File: src/rtl/seq_recognizer_ctrl_if.sv
// Job/stream bundle between the recognition control unit and seq_recognizer_ctrl.
// The control unit drives the master side; the recognizer implements the slave side.
interface seq_recognizer_ctrl_if #(
    parameter int N     = 2,
    parameter int K_MAX = 4
);
    logic                 cfg_valid;
    logic                 cfg_ready;
    logic [2:0]           cfg_len;
    logic [N*K_MAX-1:0]   cfg_pattern;
    logic [7:0]           cfg_limit;
    logic                 cfg_err;
    logic                 start;
    logic                 abort;
    logic [N-1:0]         x;
    logic                 z;
    logic                 busy;
    logic                 done;
    logic                 ack;
    logic [7:0]           match_count;

    modport master (
        output cfg_valid, cfg_len, cfg_pattern, cfg_limit, start, abort, x, ack,
        input  cfg_ready, cfg_err, z, busy, done, match_count
    );

    modport slave (
        input  cfg_valid, cfg_len, cfg_pattern, cfg_limit, start, abort, x, ack,
        output cfg_ready, cfg_err, z, busy, done, match_count
    );
endinterface

File: src/rtl/seq_recognizer_ctrl.sv
// Programmable Mealy sequence recognizer controller: loads a pattern, arms on start,
// drives z on every completed pattern and stops in DONE once the match limit is reached.
module seq_recognizer_ctrl #(
    parameter int N     = 2,
    parameter int K_MAX = 4
) (
    input  logic                 clock,
    input  logic                 reset_,
    seq_recognizer_ctrl_if.slave bus
);
    localparam int PW = (K_MAX > 1) ? $clog2(K_MAX) : 1;

    typedef enum logic [1:0] {
        ST_IDLE  = 2'd0,
        ST_ARMED = 2'd1,
        ST_DONE  = 2'd2
    } state_t;

    state_t               state_r;
    logic [PW-1:0]        p_r;
    logic [7:0]           count_r;
    logic                 cfg_ok_r;
    logic [N*K_MAX-1:0]   pat_r;
    logic [2:0]           len_r;
    logic [7:0]           limit_r;
    logic                 cfg_err_r;
    logic                 cfg_ready_r;
    logic                 busy_r;
    logic                 done_r;

    logic [N-1:0]         exp_sym_s;
    logic                 hit_s;
    logic                 last_s;
    logic                 first_hit_s;
    logic                 match_s;
    logic [PW-1:0]        p_next_s;
    logic [7:0]           count_inc_s;
    logic                 limit_hit_s;
    logic                 len_legal_s;

    // Progress/match evaluation for the current symbol; z is Mealy, so no register here
    always_comb begin
        exp_sym_s   = pat_r[N*p_r +: N];
        hit_s       = (bus.x == exp_sym_s);
        last_s      = ({1'b0, p_r} == (len_r - 3'd1));
        first_hit_s = (len_r > 3'd1) && (bus.x == pat_r[N-1:0]);
        match_s     = (state_r == ST_ARMED) && !bus.abort && hit_s && last_s;
        if (hit_s && !last_s) begin
            p_next_s = p_r + PW'(1);
        end else if (first_hit_s) begin
            p_next_s = PW'(1);
        end else begin
            p_next_s = '0;
        end
        if (count_r == 8'hFF) begin
            count_inc_s = count_r;
        end else begin
            count_inc_s = count_r + 8'd1;
        end
        // Compare on the unsaturated count so a limit of 255 is still reachable
        limit_hit_s = (limit_r != 8'd0) && (({1'b0, count_r} + 9'd1) >= {1'b0, limit_r});
        len_legal_s = (bus.cfg_len >= 3'd1) && (bus.cfg_len <= 3'(K_MAX));
    end

    assign bus.z           = match_s;
    assign bus.cfg_ready   = cfg_ready_r;
    assign bus.cfg_err     = cfg_err_r;
    assign bus.busy        = busy_r;
    assign bus.done        = done_r;
    assign bus.match_count = count_r;

    // Controller FSM with config registers, match counter and registered status outputs
    always_ff @(posedge clock) begin
        if (reset_) begin
            state_r     <= ST_IDLE;
            p_r         <= '0;
            count_r     <= 8'd0;
            cfg_ok_r    <= 1'b0;
            pat_r       <= '0;
            len_r       <= 3'd0;
            limit_r     <= 8'd0;
            cfg_err_r   <= 1'b0;
            cfg_ready_r <= 1'b1;
            busy_r      <= 1'b0;
            done_r      <= 1'b0;
        end else begin
            cfg_err_r <= 1'b0;
            case (state_r)
                ST_IDLE: begin
                    if (bus.cfg_valid) begin
                        if (len_legal_s) begin
                            pat_r    <= bus.cfg_pattern;
                            len_r    <= bus.cfg_len;
                            limit_r  <= bus.cfg_limit;
                            cfg_ok_r <= 1'b1;
                        end else begin
                            cfg_err_r <= 1'b1;
                        end
                    end else if (bus.start && cfg_ok_r) begin
                        state_r     <= ST_ARMED;
                        p_r         <= '0;
                        count_r     <= 8'd0;
                        busy_r      <= 1'b1;
                        cfg_ready_r <= 1'b0;
                    end
                end
                ST_ARMED: begin
                    if (bus.abort) begin
                        state_r     <= ST_IDLE;
                        p_r         <= '0;
                        busy_r      <= 1'b0;
                        cfg_ready_r <= 1'b1;
                    end else begin
                        p_r <= p_next_s;
                        if (match_s) begin
                            count_r <= count_inc_s;
                            if (limit_hit_s) begin
                                state_r <= ST_DONE;
                                busy_r  <= 1'b0;
                                done_r  <= 1'b1;
                            end
                        end
                    end
                end
                ST_DONE: begin
                    if (bus.abort || bus.ack) begin
                        state_r     <= ST_IDLE;
                        p_r         <= '0;
                        done_r      <= 1'b0;
                        cfg_ready_r <= 1'b1;
                    end
                end
                default: begin
                    state_r     <= ST_IDLE;
                    p_r         <= '0;
                    busy_r      <= 1'b0;
                    done_r      <= 1'b0;
                    cfg_ready_r <= 1'b1;
                end
            endcase
        end
    end
endmodule
File: src/flat_wrapper.sv
// flat-port wrapper written by rule: the top's interface ports become plain ports
module seq_recognizer_ctrl_flat 
#(
    parameter int N     = 2,
    parameter int K_MAX = 4
)
  (clock, reset_, bus_cfg_valid, bus_cfg_len, bus_cfg_pattern, bus_cfg_limit, bus_start, bus_abort, bus_x, bus_ack, bus_cfg_ready, bus_cfg_err, bus_z, bus_busy, bus_done, bus_match_count);
  seq_recognizer_ctrl_if #(.N(N), .K_MAX(K_MAX)) bus_i ();
  input  logic clock;
  input  logic reset_;
  input wire logic [$bits(bus_i.cfg_valid)-1:0] bus_cfg_valid;
  input wire logic [$bits(bus_i.cfg_len)-1:0] bus_cfg_len;
  input wire logic [$bits(bus_i.cfg_pattern)-1:0] bus_cfg_pattern;
  input wire logic [$bits(bus_i.cfg_limit)-1:0] bus_cfg_limit;
  input wire logic [$bits(bus_i.start)-1:0] bus_start;
  input wire logic [$bits(bus_i.abort)-1:0] bus_abort;
  input wire logic [$bits(bus_i.x)-1:0] bus_x;
  input wire logic [$bits(bus_i.ack)-1:0] bus_ack;
  output wire logic [$bits(bus_i.cfg_ready)-1:0] bus_cfg_ready;
  output wire logic [$bits(bus_i.cfg_err)-1:0] bus_cfg_err;
  output wire logic [$bits(bus_i.z)-1:0] bus_z;
  output wire logic [$bits(bus_i.busy)-1:0] bus_busy;
  output wire logic [$bits(bus_i.done)-1:0] bus_done;
  output wire logic [$bits(bus_i.match_count)-1:0] bus_match_count;
  assign bus_i.cfg_valid = bus_cfg_valid;
  assign bus_i.cfg_len = bus_cfg_len;
  assign bus_i.cfg_pattern = bus_cfg_pattern;
  assign bus_i.cfg_limit = bus_cfg_limit;
  assign bus_i.start = bus_start;
  assign bus_i.abort = bus_abort;
  assign bus_i.x = bus_x;
  assign bus_i.ack = bus_ack;
  assign bus_cfg_ready = bus_i.cfg_ready;
  assign bus_cfg_err = bus_i.cfg_err;
  assign bus_z = bus_i.z;
  assign bus_busy = bus_i.busy;
  assign bus_done = bus_i.done;
  assign bus_match_count = bus_i.match_count;
  seq_recognizer_ctrl #(.N(N), .K_MAX(K_MAX)) u_core (.clock(clock), .reset_(reset_), .bus(bus_i));
endmodule
File: config.mk
export PLATFORM = sky130hd
export DESIGN_NAME = seq_recognizer_ctrl_flat
export DESIGN_NICKNAME = d
export VERILOG_FILES = /design/src/rtl/seq_recognizer_ctrl_if.sv /design/src/rtl/seq_recognizer_ctrl.sv /design/src/flat_wrapper.sv
export SDC_FILE = /design/constraint.sdc
export NUM_CORES = 1
export LEC_CHECK = 0
export ABC_AREA = 1
export CORE_MARGIN = 3
export CORE_UTILIZATION = 25
export CTS_CLUSTER_SIZE = 12
export DETAILED_ROUTE_END_ITERATION = 10
export GPL_TIMING_DRIVEN = 0
export SYNTH_ARGS = -nofsm -noshare
export SYNTH_HDL_FRONTEND = slang
export SYNTH_SLANG_ARGS = --single-unit
File: constraint.sdc
create_clock -name clock -period 4.8 [get_ports clock]
set_clock_uncertainty 0.1 [all_clocks]
set_input_delay 0.96 -clock clock [delete_from_list [all_inputs] [get_ports clock]]
set_output_delay 0.96 -clock clock [all_outputs]
set_load 0.005 [all_outputs]
# After elaboration in Yosys (flattened, before gate mapping)

Index checks and enable logic that the tools add are counted.

Reductions and logical operators: 22
Equal/unequal tests: 16
Add/subtract/negate cells: 4
Muxes and demuxes: 36
Shifts and indexed selects: 1
Order comparisons: 4
Bitwise logic cells: 3

Operators by type and width:

| operator                                                       | count |
|---|---|
| two-way mux 8 bit                                              | 5 |
| two-way mux 2 bit                                              | 10 |
| one-hot mux 8 bit (2 select lines)                             | 1 |
| two-way mux 1 bit                                              | 15 |
| AND reduction 5 bit                                            | 3 |
| one-hot mux 2 bit (3 select lines)                             | 2 |
| inequality test 2 bit (second input constant)                  | 5 |
| adder 8 x 1 -> 9 bit (second input constant)                   | 1 |
| >= comparator 9 x 8 -> 1 bit                                   | 1 |
| one-hot mux 1 bit (3 select lines)                             | 3 |
| adder 8 x 1 -> 8 bit (second input constant)                   | 1 |
| equality test 8 bit (second input constant)                    | 1 |
| logical AND 1 bit                                              | 8 |
| nonzero test 8 bit                                             | 1 |
| variable part select 8 x 4 -> 2 bit                            | 1 |
| inequality test 2 x 1 -> 1 bit (second input constant)         | 3 |
| AND reduction 3 bit                                            | 2 |
| AND reduction 6 bit                                            | 1 |
| equality test 2 bit                                            | 2 |
| AND reduction 4 bit                                            | 1 |
| equality test 2 x 3 -> 1 bit                                   | 1 |
| >= comparator 3 x 1 -> 1 bit (second input constant)           | 1 |
| greater-than comparator 3 x 1 -> 1 bit (second input constant) | 1 |
| <= comparator 3 bit (second input constant)                    | 1 |
| other kinds (12)                                               | 15 |

Register bits: 36
Logic and storage cells: 97
Input port bits: 27

# Logic depth before layout (Yosys ltp)

Depth after elaboration: 7
Mapped depth: 17
Gate-level depth less buffers: 17

# Worst setup path before layout

Ideal clock, no wire load.

Path kind: input-to-output
From: in bus_x[0]
To: out bus_z
Data required time: 3.740 ns
Stages: 6
Setup slack: 2.348 ns
Arrival time: 1.392 ns
Cells stage by stage: nand3_1 nand2_1 nand2_2 inv_2 nand3_2 inv_1

Word-level cells in the longest chain between the ends: 3

RTL lines:

| element                         | RTL line                  | RTL |
|---|---|---|
| start, declared                 | flat_wrapper.sv:17        | `input wire logic [$bits(bus_i.x)-1:0] bus_x;` |
| equality test 2 bit             | seq_recognizer_ctrl.sv:44 | `hit_s = (bus.x == exp_sym_s);` |
| logical AND 1 bit (2 in series) | seq_recognizer_ctrl.sv:47 | `match_s = (state_r == ST_ARMED) && !bus.abort && hit_s && last_s;` |
| end, declared                   | flat_wrapper.sv:21        | `output wire logic [$bits(bus_i.z)-1:0] bus_z;` |

Every way passes these cells.

# Worst setup path in the final report

Same ends and word-level chain as after synthesis.

==> results.ini <==
[power]
clock_power_share = 0.337
seq_power_share = 0.432
p_sw_mw = 0.229
p_per_area_nw_per_um2 = 291
power.leakage_nw = 1.17
p_int_mw = 0.561
ir_drop_mv = 0.107
power_frac_comb = 0.231
power.total_mw = 0.791
swShare = 0.290

[clock_tree]
ctsResizeCount = 0
numCtsBuffers = 5
cts_setup_buffers = 0
clockBufferDepth = 2
clk_latency_ns = 0.29
cts_sinks = 36
htreeDepth = 2
clk_pin_slew_worst_paths_ns = 0.07
hold_buffers = 0
cts_root_buf = clkbuf_8
cts_tree = done

[layout]
drive_gt1_frac = 0.0855
nets = 388
design_area_um2 = 2720
final_cell_count_no_fill = 453
area_delta_synth_final_pct = 29.9
fillers = 861
post-route-util = 0.343
diodes = 0

[global_route]
first_global_vias = 1918
antenna_found_initial = 0
grt.total_usage = 0.109
grt_max_degree = 12
grtUsageMet3 = 0.0316
met2_usage = 0.177
top_usage_layer = met2
grt_first_pass_wirelength_um = 8730
overflow = 0
use_met1 = 0.144

[worst_setup_path]
critPathArrivalTime_ns = 2.50
crit_path_end_kind = primary output
critPathLaunchType = input pin
required_ns = 3.74
path_class = input pin to primary output
path_max_fanout = 3

[route]
dr.pass1.iters = 5
drt_iter0_drc = 71
routed_wl_um = 5080
vias = 1985
route.detailed.drc = 0
postRouteAntennaNets = 0
wl_per_cell_um = 11.2
vias_per_cell = 4.38

[sta]
max-slew-margin-rel = 0.668
max_freq_mhz = 281
setup_slack_ns = 1.24
fin_hold_ws_ns = 0.365
worst_slew_pin_slew_ns = 0.497
finalHoldViolCount = 0
fin_crit_ns = 3.56
fin_crit_sh = 0.741
final_max_slew_viol_count = 0
rsz0062_at_grt = false
fin_tns_setup_ns = 0
setup_violations = 0

[yosys]
avgSynthCellArea_um2 = 6.89
syn_inst = 304
synth_flop_cell = dfxtp_1
synth_cell_types = 33
synth_seq_cells = 36
netlist_area_um2 = 2090
synth_nets = 342
synth_top_area_share = 0.344
synth_seq_area_share = 0.344
synth_area_leader_cell = dfxtp_1
synth-async-reset-ratio = 0
synthTopCellsByArea = dfxtp_1 (34%), nand2_1 (11%), nor2_1 (8.8%), ha_1 (6.6%), inv_1 (6.1%)
synth-edff-count = 0
ys_warn_count = 0

[die]
die_height_um = 97.5
die_w_um = 97.5
dieArea_um2 = 9510
initial_core_util = 0.264
coreArea_um2 = 7930
io_pins = 40
rows = 32

[placement]
place_area_um2 = 2610
place_ws_ns = 1.23
hpwl_um = 3930
io_buffers = 39
dp.cells = 445
gp_congestion = 0.814

[worst_hold_path]
hold_class = flop to flop

[run]
max_cap_viol_count = 0

[outcome]
status = finished clean

==> final timing paths <==
path | from | endpoint | slack, ns | depth (start not counted)
max | bus_x[0] | bus_z | 1.24 | 8
min | u_core.bus.done | u_core.bus.done | 0.37 | 2
max reg2reg | u_core.bus.match_count[0] | u_core.bus.busy | 2.31 | 14
min reg2reg | u_core.bus.done | u_core.bus.done | 0.37 | 2
==> layout by cell type, fill, tap and decap left out, types with 2 or more instances in the layout <==
cell type and n:
xor2_1 9, a21oi_1 20, nor2_1 49, dfxtp_1 36, nand3_1 24, xnor2_1 3
nand4_1 3, clkbuf_1 4, inv_1 34, ha_1 11, nand2_1 61, a211oi_1 2
nor2_4 2, a21oi_2 5, clkdlybuf4s50_1 39, clkbuf_8 5, nor2_2 2, o21ai_0 20
inv_2 3, buf_4 2
==> power by group through the flow <==
| stage | clock network, mW | logic (mW) | registers, mW |
|---|---|---|---|
| 2_1_floorplan | 0 | 0.120 | 0.345 |
| 3_3_place_gp | 0 | 0.181 | 0.347 |
| 3_5_place_dp | 0 | 0.185 | 0.348 |
| 4_1_cts | 0.277 | 0.185 | 0.341 |
| 5_1_grt | 0.287 | 0.211 | 0.344 |
| 6_report | 0.267 | 0.183 | 0.341 |
==> flip-flops by register name, indices dropped and copies added, names as in the netlist <==
name and count:
u_core.bus.match_count 8, u_core.limit_r 8, u_core.pat_r 8, u_core.len_r 3
u_core.p_r 2, u_core.state_r 2, u_core.bus.busy 1, u_core.bus.cfg_err 1
u_core.bus.cfg_ready 1, u_core.bus.done 1, u_core.cfg_ok_r 1
==> per-layer routing <==
layer / share of wire / routed length (um)
met5: 0 / 0
met4: 0.0057 / 29
met3: 0.048 / 245
met2: 0.44 / 2250
met1: 0.50 / 2550
==> cell families (layout without fill, tap and decap cells) <==
logic type / Yosys count / in the layout / synth area share
xor gates and xnor gates: 12 / 12 / 0.0502
adders and majority gates: 11 / 11 / 0.0657
and+or+nand+nor: 148 / 148 / 0.309
AOI/OAI and AO/OA: 50 / 50 / 0.133
DFF: 36 / 36 / 0.344
buffers and inverters: 47 / 94 / 0.0980
==> layout make-up <==
type	instances	area [um2]	share of cell area
clock inverter	2	35.0	0.0129
timing repair buffer	39	390	0.144
inverter	38	145	0.0534
clock buffer	6	72.6	0.0267
buffer	9	60.1	0.0221
multi-input combinational	221	1170	0.430
tap	102	128	0.0469
sequential	36	721	0.265
==> synth_stat cells, types with 5 or more instances <==
cell type,instances
xor2_1,9
nand2_1,61
nand3_1,24
nor2_1,49
a21oi_1,20
ha_1,11
a21oi_2,5
o21ai_0,20
inv_1,34
dfxtp_1,36
==> critical path: stages <==
cell and delay [ns]:
clkdlybuf4s50_1 0.53, nand3_1 0.09, nand2_1 0.10, nand2_2 0.08, inv_2 0.05, nand3_2 0.11
inv_1 0.08, clkdlybuf4s50_1 0.49
(Power assumes the default switching activity.)
